[src/rtl/io_bus_pkg.sv]
// rtl/io_bus_pkg.sv - shared encodings for the I/O window sequencer
package io_bus_pkg;

   typedef enum logic [1:0] {
      IDLE   = 2'd0,
      ACCESS = 2'd1,
      DONE   = 2'd2
   } io_state_e;

   localparam int DEV_SWITCH = 0;
   localparam int DEV_LED    = 1;
   localparam int DEV_SEG7   = 2;
   localparam int DEV_UART   = 3;

   localparam logic [21:0] IO_WINDOW_HI = 22'h3FFFFF;

   localparam int SLOT_W  = 3;
   localparam int TIMER_W = 8;

endpackage

[src/rtl/io_bus_ctrl_if.sv]
// rtl/io_bus_ctrl_if.sv - CPU-side strobes and peripheral select/ack bus
interface io_bus_ctrl_if #(
   parameter int NUM_DEV = 4
);
   logic                   IORead;
   logic                   IOWrite;
   logic [9:0]             addr_low;
   logic [31:0]            wdata;
   logic                   stall;
   logic [31:0]            rdata;
   logic                   rdata_valid;
   logic                   io_err;
   logic [NUM_DEV-1:0]     dev_sel;
   logic                   dev_we;
   logic [3:0]             dev_addr;
   logic [31:0]            dev_wdata;
   logic [32*NUM_DEV-1:0]  dev_rdata;
   logic [NUM_DEV-1:0]     dev_ack;

   modport master (
      input  IORead, IOWrite, addr_low, wdata, dev_rdata, dev_ack,
      output stall, rdata, rdata_valid, io_err, dev_sel, dev_we, dev_addr, dev_wdata
   );

   modport slave (
      output IORead, IOWrite, addr_low, wdata, dev_rdata, dev_ack,
      input  stall, rdata, rdata_valid, io_err, dev_sel, dev_we, dev_addr, dev_wdata
   );

endinterface

[src/rtl/io_addr_decode.sv]
// rtl/io_addr_decode.sv - maps addr_low to a 16-byte peripheral slot
module io_addr_decode
   import io_bus_pkg::*;
#(
   parameter int         NUM_DEV  = 4,
   parameter logic [9:0] BASE_OFF = 10'h060
) (
   input  logic [9:0]         addr_low,
   output logic               hit,
   output logic [SLOT_W-1:0]  slot,
   output logic [NUM_DEV-1:0] onehot
);

   logic [5:0] idx;

   // Subtraction wraps below BASE_OFF, so the >= test must gate the index compare.
   always_comb begin
      idx = 6'((addr_low - BASE_OFF) >> 4);
      hit = (addr_low >= BASE_OFF) && (idx < 6'(NUM_DEV));
      slot = idx[SLOT_W-1:0];
      onehot = '0;
      for (int i = 0; i < NUM_DEV; i++) begin
         onehot[i] = hit && (slot == SLOT_W'(i));
      end
   end

endmodule

[src/rtl/io_bus_ctrl.sv]
// rtl/io_bus_ctrl.sv - multi-cycle select/ack sequencer for the I/O window
module io_bus_ctrl
   import io_bus_pkg::*;
#(
   parameter int         NUM_DEV  = 4,
   parameter logic [9:0] BASE_OFF = 10'h060,
   parameter int         TIMEOUT  = 15
) (
   input  logic          clock,
   input  logic          reset,
   io_bus_ctrl_if.master bus
);

   io_state_e            state_q, state_d;
   logic [NUM_DEV-1:0]   dev_sel_q, dev_sel_d;
   logic                 dev_we_q, dev_we_d;
   logic [3:0]           dev_addr_q, dev_addr_d;
   logic [31:0]          dev_wdata_q, dev_wdata_d;
   logic [31:0]          rdata_q, rdata_d;
   logic                 rdata_valid_q, rdata_valid_d;
   logic                 io_err_q, io_err_d;
   logic [TIMER_W-1:0]   timer_q, timer_d;
   logic [SLOT_W-1:0]    slot_q, slot_d;

   logic                 dec_hit;
   logic [SLOT_W-1:0]    dec_slot;
   logic [NUM_DEV-1:0]   dec_onehot;
   logic                 req;
   logic                 ack_sel;
   logic [31:0]          rdata_sel;
   logic                 stall;

   io_addr_decode #(
      .NUM_DEV  (NUM_DEV),
      .BASE_OFF (BASE_OFF)
   ) u_decode (
      .addr_low (bus.addr_low),
      .hit      (dec_hit),
      .slot     (dec_slot),
      .onehot   (dec_onehot)
   );

   // dev_sel_q is one-hot on the active slot, so masking filters stray acks.
   always_comb begin
      ack_sel = |(bus.dev_ack & dev_sel_q);
      rdata_sel = '0;
      for (int i = 0; i < NUM_DEV; i++) begin
         if (slot_q == SLOT_W'(i)) begin
            rdata_sel = bus.dev_rdata[32*i +: 32];
         end
      end
   end

   always_comb begin
      req           = bus.IORead | bus.IOWrite;
      state_d       = state_q;
      dev_sel_d     = dev_sel_q;
      dev_we_d      = dev_we_q;
      dev_addr_d    = dev_addr_q;
      dev_wdata_d   = dev_wdata_q;
      rdata_d       = rdata_q;
      rdata_valid_d = 1'b0;
      io_err_d      = 1'b0;
      timer_d       = timer_q;
      slot_d        = slot_q;
      stall         = 1'b0;

      unique case (state_q)
         IDLE: begin
            stall = req;
            if (req) begin
               dev_we_d    = bus.IOWrite;
               dev_addr_d  = bus.addr_low[3:0];
               dev_wdata_d = bus.wdata;
               if (dec_hit && (bus.IORead ^ bus.IOWrite)) begin
                  state_d   = ACCESS;
                  dev_sel_d = dec_onehot;
                  slot_d    = dec_slot;
                  timer_d   = '0;
               end else begin
                  state_d  = DONE;
                  io_err_d = 1'b1;
                  rdata_d  = '0;
               end
            end
         end
         ACCESS: begin
            stall = 1'b1;
            if (ack_sel) begin
               state_d   = DONE;
               dev_sel_d = '0;
               if (!dev_we_q) begin
                  rdata_d       = rdata_sel;
                  rdata_valid_d = 1'b1;
               end
            end else if (timer_q == TIMER_W'(TIMEOUT - 1)) begin
               state_d   = DONE;
               dev_sel_d = '0;
               io_err_d  = 1'b1;
               rdata_d   = '0;
            end else begin
               timer_d = timer_q + 1'b1;
            end
         end
         DONE: begin
            state_d = IDLE;
         end
         default: begin
            state_d = IDLE;
         end
      endcase
   end

   always_ff @(posedge clock) begin
      if (reset) begin
         state_q       <= IDLE;
         dev_sel_q     <= '0;
         dev_we_q      <= 1'b0;
         dev_addr_q    <= '0;
         dev_wdata_q   <= '0;
         rdata_q       <= '0;
         rdata_valid_q <= 1'b0;
         io_err_q      <= 1'b0;
         timer_q       <= '0;
         slot_q        <= '0;
      end else begin
         state_q       <= state_d;
         dev_sel_q     <= dev_sel_d;
         dev_we_q      <= dev_we_d;
         dev_addr_q    <= dev_addr_d;
         dev_wdata_q   <= dev_wdata_d;
         rdata_q       <= rdata_d;
         rdata_valid_q <= rdata_valid_d;
         io_err_q      <= io_err_d;
         timer_q       <= timer_d;
         slot_q        <= slot_d;
      end
   end

   assign bus.stall       = stall;
   assign bus.rdata       = rdata_q;
   assign bus.rdata_valid = rdata_valid_q;
   assign bus.io_err      = io_err_q;
   assign bus.dev_sel     = dev_sel_q;
   assign bus.dev_we      = dev_we_q;
   assign bus.dev_addr    = dev_addr_q;
   assign bus.dev_wdata   = dev_wdata_q;

endmodule

[src/flat_wrapper.sv]
// flat-port wrapper written by rule: the top's interface ports become plain ports
module io_bus_ctrl_flat import io_bus_pkg::*;
#(
   parameter int         NUM_DEV  = 4,
   parameter logic [9:0] BASE_OFF = 10'h060,
   parameter int         TIMEOUT  = 15
)
  (clock, reset, bus_IORead, bus_IOWrite, bus_addr_low, bus_wdata, bus_dev_rdata, bus_dev_ack, bus_stall, bus_rdata, bus_rdata_valid, bus_io_err, bus_dev_sel, bus_dev_we, bus_dev_addr, bus_dev_wdata);
  io_bus_ctrl_if #(.NUM_DEV(NUM_DEV)) bus_i ();
  input  logic clock;
  input  logic reset;
  input wire logic [$bits(bus_i.IORead)-1:0] bus_IORead;
  input wire logic [$bits(bus_i.IOWrite)-1:0] bus_IOWrite;
  input wire logic [$bits(bus_i.addr_low)-1:0] bus_addr_low;
  input wire logic [$bits(bus_i.wdata)-1:0] bus_wdata;
  input wire logic [$bits(bus_i.dev_rdata)-1:0] bus_dev_rdata;
  input wire logic [$bits(bus_i.dev_ack)-1:0] bus_dev_ack;
  output wire logic [$bits(bus_i.stall)-1:0] bus_stall;
  output wire logic [$bits(bus_i.rdata)-1:0] bus_rdata;
  output wire logic [$bits(bus_i.rdata_valid)-1:0] bus_rdata_valid;
  output wire logic [$bits(bus_i.io_err)-1:0] bus_io_err;
  output wire logic [$bits(bus_i.dev_sel)-1:0] bus_dev_sel;
  output wire logic [$bits(bus_i.dev_we)-1:0] bus_dev_we;
  output wire logic [$bits(bus_i.dev_addr)-1:0] bus_dev_addr;
  output wire logic [$bits(bus_i.dev_wdata)-1:0] bus_dev_wdata;
  assign bus_i.IORead = bus_IORead;
  assign bus_i.IOWrite = bus_IOWrite;
  assign bus_i.addr_low = bus_addr_low;
  assign bus_i.wdata = bus_wdata;
  assign bus_i.dev_rdata = bus_dev_rdata;
  assign bus_i.dev_ack = bus_dev_ack;
  assign bus_stall = bus_i.stall;
  assign bus_rdata = bus_i.rdata;
  assign bus_rdata_valid = bus_i.rdata_valid;
  assign bus_io_err = bus_i.io_err;
  assign bus_dev_sel = bus_i.dev_sel;
  assign bus_dev_we = bus_i.dev_we;
  assign bus_dev_addr = bus_i.dev_addr;
  assign bus_dev_wdata = bus_i.dev_wdata;
  io_bus_ctrl #(.NUM_DEV(NUM_DEV), .BASE_OFF(BASE_OFF), .TIMEOUT(TIMEOUT)) u_core (.clock(clock), .reset(reset), .bus(bus_i));
endmodule
[config.mk]
export PLATFORM = sky130hd
export DESIGN_NAME = io_bus_ctrl_flat
export DESIGN_NICKNAME = d
export VERILOG_FILES = /design/src/rtl/io_bus_pkg.sv /design/src/rtl/io_bus_ctrl_if.sv /design/src/rtl/io_addr_decode.sv /design/src/rtl/io_bus_ctrl.sv /design/src/flat_wrapper.sv
export SDC_FILE = /design/constraint.sdc
export NUM_CORES = 1
export LEC_CHECK = 0
export BUFFER_PORTS_ARGS = -buffer_cell sky130_fd_sc_hd__buf_2
export CORE_MARGIN = 2
export CORE_UTILIZATION = 45
export DETAILED_ROUTE_END_ITERATION = 10
export PLACE_DENSITY = 0.82
export SYNTH_ARGS = -nofsm -noshare
export SYNTH_HDL_FRONTEND = slang
export SYNTH_HIERARCHICAL = 1
export SYNTH_SLANG_ARGS = --single-unit
[constraint.sdc]
create_clock -name clock -period 2.27 [get_ports clock]
set_clock_uncertainty 0.05 [all_clocks]
set_input_delay 0.454 -clock clock [delete_from_list [all_inputs] [get_ports clock]]
set_output_delay 0.454 -clock clock [all_outputs]
set_load 0.01 [all_outputs]
* Yosys cells after proc, flatten, opt, wreduce, memory -nomap -nowiden *
Cells that the tools add are included.

word-level totals
  bits in registers = 88
  input port bits = 178
  output and inout bits = 76

operators by class
  add/sub/neg operators = 2
  order comparisons = 2
  equality and inequality tests = 15
  mux-type cells = 32
  bitwise operators = 5
  reduce and logical (&&, ||, !) cells = 18

operator list
  cell                                                                                   count
  32-bit 2-to-1 mux                                                                      9
  32-bit one-hot mux with 2 select lines                                                 1
  8-bit 2-to-1 mux                                                                       4
  4-bit 2-to-1 mux                                                                       4
  8-bit one-hot mux with 2 select lines                                                  1
  3-bit by 2-bit equality test with 1-bit output (second input constant)                 4
  10-bit by 7-bit greater-or-equal comparator with 1-bit output (second input constant)  1
  5-bit AND reduction                                                                    2
  10-bit by 7-bit subtractor with 10-bit output (second input constant)                  1
  8-bit by 1-bit adder with 8-bit output (second input constant)                         1
  8-bit by 4-bit equality test with 1-bit output (second input constant)                 1
  2-bit 2-to-1 mux                                                                       4
  4-bit one-hot mux with 2 select lines                                                  1
  3-bit by 1-bit equality test with 1-bit output (second input constant)                 2
  1-bit logical AND                                                                      6
  3-bit logical NOT                                                                      2
  6-bit by 3-bit < comparator with 1-bit output (second input constant)                  1
  2-bit != test (second input constant)                                                  3
  1-bit 2-to-1 mux                                                                       5
  4-bit AND                                                                              1
  2-bit by 1-bit != test with 1-bit output (second input constant)                       2
  1-bit one-hot mux with 2 select lines                                                  2
  2-bit one-hot mux with 2 select lines                                                  1
  2-bit AND reduction                                                                    2
  other kinds (12)                                                                       13

* Longest topological paths before layout *
Gate-level depths: netlist of run 1.

  depth in word-level cells = 8
  depth in mapped cells = 9

* By module *
The synthesis of run 1 kept the hierarchy.

by module, submodules not included
  module          instances  cells each  area an instance (um^2)
  io_bus_ctrl     1          515         4316.6
  io_addr_decode  1          19          160.2

* Worst setup path before layout of run 1 *
OpenSTA, ideal clock, no wires.

  path kind = input to register
  from = input bus_addr_low[5]
  to = register u_core.rdata_q[10], in the netlist u_core/bus.rdata[10]
  setup time = 0.120 ns
  arrival = 1.932 ns
  required time = 2.100 ns
  slack = 0.169 ns
  stages = 9
  buffers on the path = 1
  cells stage by stage = ha_1 or2b_1 a21oi_1 o21a_1 nand2_1 o221ai_2 nor2_8 buf_6 mux2i_1

on the way
  cells in the longest elaborated chain, start to end = 6
  elaborated cells on any way between the ends = 7
  classes of those cells = add/sub: 1; order compare: 2; eq/ne: 1; reduce/logical: 3

ends and longest elaborated chain
  item                                           line                  text
  from (decl)                                    flat_wrapper.sv:14    input wire logic [$bits(bus_i.addr_low)-1:0] bus_addr_low;
  10-bit by 7-bit subtractor with 10-bit output  io_addr_decode.sv:18  idx = 6'((addr_low - BASE_OFF) >> 4);
  6-bit by 3-bit < comparator with 1-bit output  io_addr_decode.sv:19  hit = (addr_low >= BASE_OFF) && (idx < 6'(NUM_DEV));
  1-bit logical AND *                            io_addr_decode.sv:19
  named net u_core.dec_hit                       io_bus_ctrl.sv:25     logic dec_hit;
  1-bit logical AND *                            io_bus_ctrl.sv:75     if (dec_hit && (bus.IORead ^ bus.IOWrite)) begin
  2-bit != test (no source line) *               n/a
  5-bit AND reduction (no source line) *         n/a
  to (signal assigned)                           io_bus_ctrl.sv:132    rdata_q <= rdata_d;
  to (decl)                                      io_bus_ctrl.sv:19     logic [31:0] rdata_q, rdata_d;

Mark *: on every way through the listed nets, which the timed path passes. The rest lies on a longest branch.
A chain may end at the register's enable or synchronous reset.

* Final worst setup path of run 1 *
  from = input bus_addr_low[5]
  to = register u_core.rdata_q[20], in the netlist u_core/bus.rdata[20]

Same word-level chain as after synthesis.

==> out/summary.txt, run 1 <==
CTS Buffer Depth: 2
GP Congestion: 0.881
Chip Height: 104 um
Post-synth ARST share: 0%
H-tree depth: 3
GRT Residual Overflow: 0
Layout area overhead: 35.0%
vias in the first global route: 4,653
Max transition margin: 53.8%
ys flop type: dfxtp_1
register bit total from synthesis: 88
EDFF count, synth: 0
setup ws final: 143 ps
die width: 104 um
compound-gate portion of the synthesized area: 17.3%
Synth top area share: 39.4%
worst slack, placed: -216 ps
worst reg2reg setup slack: 260 ps
global-route wire length before repair: 21.6 mm
Commonest cells post-synth: 148 x nand2_1, 88 x dfxtp_1, 67 x mux2i_1, 45 x a21oi_1, 36 x o21ai_0
synth warn: 6
DR iter-0 viols: 233
Slew @ Worst Pin: 693 ps
Hold EP: u_core/bus.dev_wdata[29]
syn avg cell area: 8.38 um2
average routed wire per standard cell: 14.7 um
Yosys top cell by area: dfxtp_1
largest cells by area after synthesis: dfxtp_1 39%, mux2i_1 15%, nand2_1 12%, o221ai_1 6.3%, a21oi_1 5.0%
Final min period: 2130 ps
hold bufs inserted after CTS: 0
fin. max-slew vios: 0
I/O pins: 254
r2r endpoint: u_core/bus.rdata[20]
WS Path Type: input port to register
RSZ-0062 raised after global routing: false
f_max: 0.470 GHz
CTS Root Cell: clkbuf_8
Worst Path Max Fanout: 32
maximum VDD drop: 256 uV
worst hold path startpoint: bus_wdata[29]
Worst-path clk slew: 90 ps
clk_lat worst skew: 350 ps
die area: 0.0108 mm2
Synth Area in Simple Gates: 20.9%
Hold Vio Cnt, Final: 0
Cell variety after synth: 50
Max Cap Viol: 0
antenna violations before repair: 2
syn nets: 716
Worst Reg-to-Reg Cells: 5
Sum Neg Setup Slack: 0 ps
final setup vio count: 0
vias per std cell: 5.21
clk sinks: 88
Worst Setup End Kind: register
Seq/Total Area, Yosys: 39.4%
main combinational cell family by area after synthesis: simple AND/OR/NAND/NOR gates
synthesized area: 0.00448 mm2
buffers added on ports: 253
Vias: 4,744
# Post-CTS Setup Buffers: 0
CP arrival: 2350 ps
Pleak: 2.68 nW
Post-DP Area: 0.00583 mm2
Total Wirelength: 13.4 mm
Residual DRC: 0
Tot GR Track Use: 24.2%
num rows: 36
post-route ant nets: 0
TritonCTS Buffers: 9
adder-cell share of the synthesized area: 1.12%
worst r2r src: u_core/state_q[0]
largest net degree at the start of global routing: 66
cell count after synthesis: 534
worst hold path type: input port to register
share of cells above drive strength 1: 38.8%
initial core utilization: 46.0%
most common cell in the netlist: nand2_1
Final Instance Area: 0.00604 mm2
Hold Slack: 279 ps
area of the core: 0.00973 mm2
DP HPWL: 10.2 mm
CTS tree: built
Resize count post-CTS: 0
PD cells: 544 mW/mm2
Final period util: 93.7%
kind of start point of the critical path: input port
status: completed
xor and xnor fraction of the mapped netlist area: 1.37%
WP data required: 2500 ps
fin nets: 952
Pre-Repair DR Iteration Count: 4
mux share of post-synthesis cell area: 15.0%
worst hold stages: 3
==> metrics by stage <==
step,util (%),std cells,power [mW]
2_1_floorplan,-,534,1.95
3_3_place_gp,59.9,892,2.20
3_5_place_dp,59.9,892,2.21
4_1_cts,62.0,908,3.33
5_1_grt,62.1,910,3.45
6_report,62.1,910,3.29
==> state kept, by name (all words and copies together) (netlist names) <==
register and count:
u_core/bus.dev_addr 4, u_core/bus.dev_sel 4, u_core/bus.dev_wdata 32, u_core/bus.dev_we 1, u_core/bus.io_err 1, u_core/bus.rdata 32
u_core/bus.rdata_valid 1, u_core/slot_q 3, u_core/state_q 2, u_core/timer_q 8
==> placed cells by master (no fill, tap or decap), types with 3 or more instances in the layout <==
master / instances
a21oi_1: 45
buf_2: 253
buf_4: 12
clkbuf_8: 10
dfxtp_1: 86
ha_1: 4
inv_1: 7
mux2i_1: 67
nand2_1: 148
nor2_1: 15
nor3_1: 3
nor4_1: 4
o21ai_0: 36
o221ai_1: 32
xnor2_1: 6
==> how the worst max path moves through the flow <==
stage                         start                   end  slack (ps)
floorplan           bus_addr_low[5]  u_core/bus.rdata[10]         170
global placement    bus_addr_low[5]  u_core/bus.rdata[10]         -80
detailed placement  bus_addr_low[5]  u_core/bus.rdata[20]        -220
CTS                 bus_addr_low[5]   u_core/bus.rdata[8]         170
global route        bus_addr_low[5]   u_core/bus.rdata[8]          30
finish              bus_addr_low[5]  u_core/bus.rdata[20]         140
==> report_power, final <==
part           total (mW)  switching (mW)  internal (mW)
combinational       0.551           0.293          0.258
sequential           1.63          0.0302           1.60
clock                1.11           0.568          0.543
==> cells by family (layout without fill, tap and decap cells) <==
logic type               after synthesis  count (layout)
XOR/XNOR                               7               7
other                                  0               2
buffers and inverters                 49             290
AND/OR/NAND/NOR                      197             197
AO/OA/AOI/OAI                        122             122
multiplexers                          67              67
flip-flops                            88              88
adder cells (fa/ha/maj)                4               4
==> metal layers <==
| metal | GRT usage (%) | share of wire, % | vias up |
|---|---|---|---|
| li1 | - | - | 2347 |
| met1 | 27.9 | 41 | 2161 |
| met2 | 43.9 | 50 | 208 |
| met3 | 4.34 | 6.2 | 28 |
| met4 | 10.3 | 2.5 | 0 |
| met5 | 0 | 0 | - |
==> cell type report <==
class / instances / area (um2)
Fill cell: 893 / 3690
Multi-Input combinational cell: 397 / 2490
Sequential cell: 88 / 1760
Timing Repair Buffer: 266 / 1380
Tap cell: 133 / 166
Clock buffer: 10 / 138
Clock inverter: 6 / 67.6
Inverter: 8 / 30.0
Antenna cell: 2 / 5.00
==> worst max-delay path, stage by stage <==
cell and delay, ps:
buf_2 110, ha_1 250, nand4b_1 130, a21oi_1 80, o21a_1 210, nand2_1 110
o221ai_2 150, nor2_8 560, mux2i_1 280
(Power assumes the default switching activity.)
==> inputs of run 2 (changes only) <==
- BUFFER_PORTS_ARGS: -buffer_cell sky130_fd_sc_hd__buf_2 -> unset
- DONT_BUFFER_PORTS: unset -> 1
- PLACE_DENSITY: 0.82 -> unset
==> run 2 against run 1 <==
Worst hold slack lost 170 ps. Setup slack gained 110 ps. Total power shrank 6.7%. Via count shrank 21%. Sequential cell count is the same. First-iteration DRC count grew 6.0%. Global-route usage shrank 3.1 points. Design area shrank 21%. Register-to-register slack is essentially flat. Critical path depth shrank 4. Critical endpoint is now u_core/bus.rdata[6]. Largest power group unchanged. Highest routed layer unchanged.
==> out/summary.txt, run 2 (synthesis results as in run 1) <==
WP data required: 2500 ps
Layout area overhead: 6.43%
Worst Reg-to-Reg Cells: 5
Tot GR Track Use: 21.1%
critical-path cell list: inv_1 -> a21oi_1 -> o221ai_2 -> nor2_8 -> mux2i_1
Critical Path Start: u_core/state_q[0]
antenna violations before repair: 0
maximum VDD drop: 254 uV
Worst setup endpoint: u_core/bus.rdata[6]
most common cell after layout, fill and taps aside: nand2_1
Final Instance Area: 0.00476 mm2
Slew @ Worst Pin: 705 ps
global-route wire length before repair: 18.5 mm
WS Path Type: register to register
Max transition margin: 53.0%
ant diodes: 0
H-tree depth: 3
Resize count post-CTS: 0
hold bufs inserted after CTS: 0
GRT Residual Overflow: 0
DP HPWL: 8.64 mm
Worst Path Max Fanout: 32
worst reg2reg setup slack: 250 ps
post-route ant nets: 0
Residual DRC: 0
fin nets: 697
Crit path largest cell delay: 560 ps
num rows: 36
Tot Pwr: 3.07 mW
Total Wirelength: 11.7 mm
kind of start point of the critical path: register
fin. max-slew vios: 0
final setup vio count: 0
average routed wire per standard cell: 18.0 um
Util after Layout: 49.0%
Worst Setup End Kind: register
GP Congestion: 0.844
Buf+Inv Stages, Crit Path: 1
clk_lat worst skew: 350 ps
worst slack, placed: -84.4 ps
Final min period: 2020 ps
# Post-CTS Setup Buffers: 0
vias in the first global route: 3,531
setup ws final: 250 ps
TritonCTS Buffers: 9
I/O pins: 254
most frequent cells in the layout: 148 x nand2_1, 86 x dfxtp_1, 67 x mux2i_1, 45 x a21oi_1, 36 x o21ai_0
die area: 0.0108 mm2
initial core utilization: 46.0%
DR iter-0 viols: 247
r2r endpoint: u_core/bus.rdata[6]
crit path max-delay cell type: nor2_8
area of the core: 0.00973 mm2
CP arrival: 2250 ps
die width: 104 um
critical path depth in cells: 5
Global Route met3 Usage: 5.10%
Max Cap Viol: 0
worst hold path type: input port to register
Worst-path clk slew: 90 ps
Pleak: 1.58 nW
Post-DP Area: 0.00456 mm2
cell family with most CP delay: simple AND/OR/NAND/NOR gates
share of cells above drive strength 1: 8.85%
vias per std cell: 5.73
CTS Root Cell: clkbuf_8
CTS tree: built
buffers added on ports: 0
largest net degree at the start of global routing: 66
Vias: 3,739
Final period util: 89.0%
f_max: 0.495 GHz
RSZ-0062 raised after global routing: false
Global Route met1 Usage: 24.5%
worst r2r src: u_core/state_q[0]
Hold Slack: 112 ps
Pre-Repair DR Iteration Count: 6
GRT busiest layer: met2
CTS Buffer Depth: 2
PD cells: 644 mW/mm2
met2 usage: 37.1%
Chip Height: 104 um
status: completed
clk sinks: 88
Hold Vio Cnt, Final: 0
## run 2: per-stage QoR
| stage | cells | setup TNS (ps) |
|---|---|---|
| global placement | 637 | 0 |
| finish | 653 | 0 |
| floorplan | 534 | 0 |
| global route | 653 | 0 |
| CTS | 653 | 0 |
| detailed placement | 637 | -1800 |
## run 2: area by class of cell
type,count,area (um2)
clock buffer,9,124
clock inverter,7,77.6
fill,954,4960
inverter,8,30.0
multi-input combinational,397,2490
sequential,88,1760
tap,133,166
timing repair buffer,11,108
## run 2: worst register-to-register path, delay by kind of cell, from the launching register on
kind,cells,cell delay (ps)
buffers and inverters,1,70
flip-flops,1,520
AO/OA/AOI/OAI,2,450
multiplexers,1,310
AND/OR/NAND/NOR,1,560
## run 2: how the worst min path moves through the flow
stage                                           to                      from  depth (start not counted)
after floorplan                  u_core/timer_q[7]         u_core/timer_q[7]                          2
after global placement     u_core/bus.dev_wdata[6]   u_core/bus.dev_wdata[6]                          2
after CTS                 u_core/bus.dev_wdata[11]                     reset                          1
final                      u_core/bus.dev_wdata[4]                     reset                          1
after global routing      u_core/bus.dev_wdata[23]                     reset                          1
after detailed placement  u_core/bus.dev_wdata[29]  u_core/bus.dev_wdata[29]                          2
## run 2: where the power goes
part / switching [mW] / leakage (nW) / internal [mW] / total [mW]
registers: 0.0664 / 0.718 / 1.60 / 1.66
clock network: 0.588 / 0.100 / 0.519 / 1.11
logic: 0.176 / 0.760 / 0.120 / 0.296
## run 2: metal layers
layer | wire length (um) | vias to the layer above | part of all wire [%]
met5 | 0 | - | 0
met4 | 305 | 0 | 2.6
met3 | 927 | 20 | 7.9
met2 | 5840 | 180 | 50
met1 | 4670 | 1704 | 40
li1 | - | 1835 | -
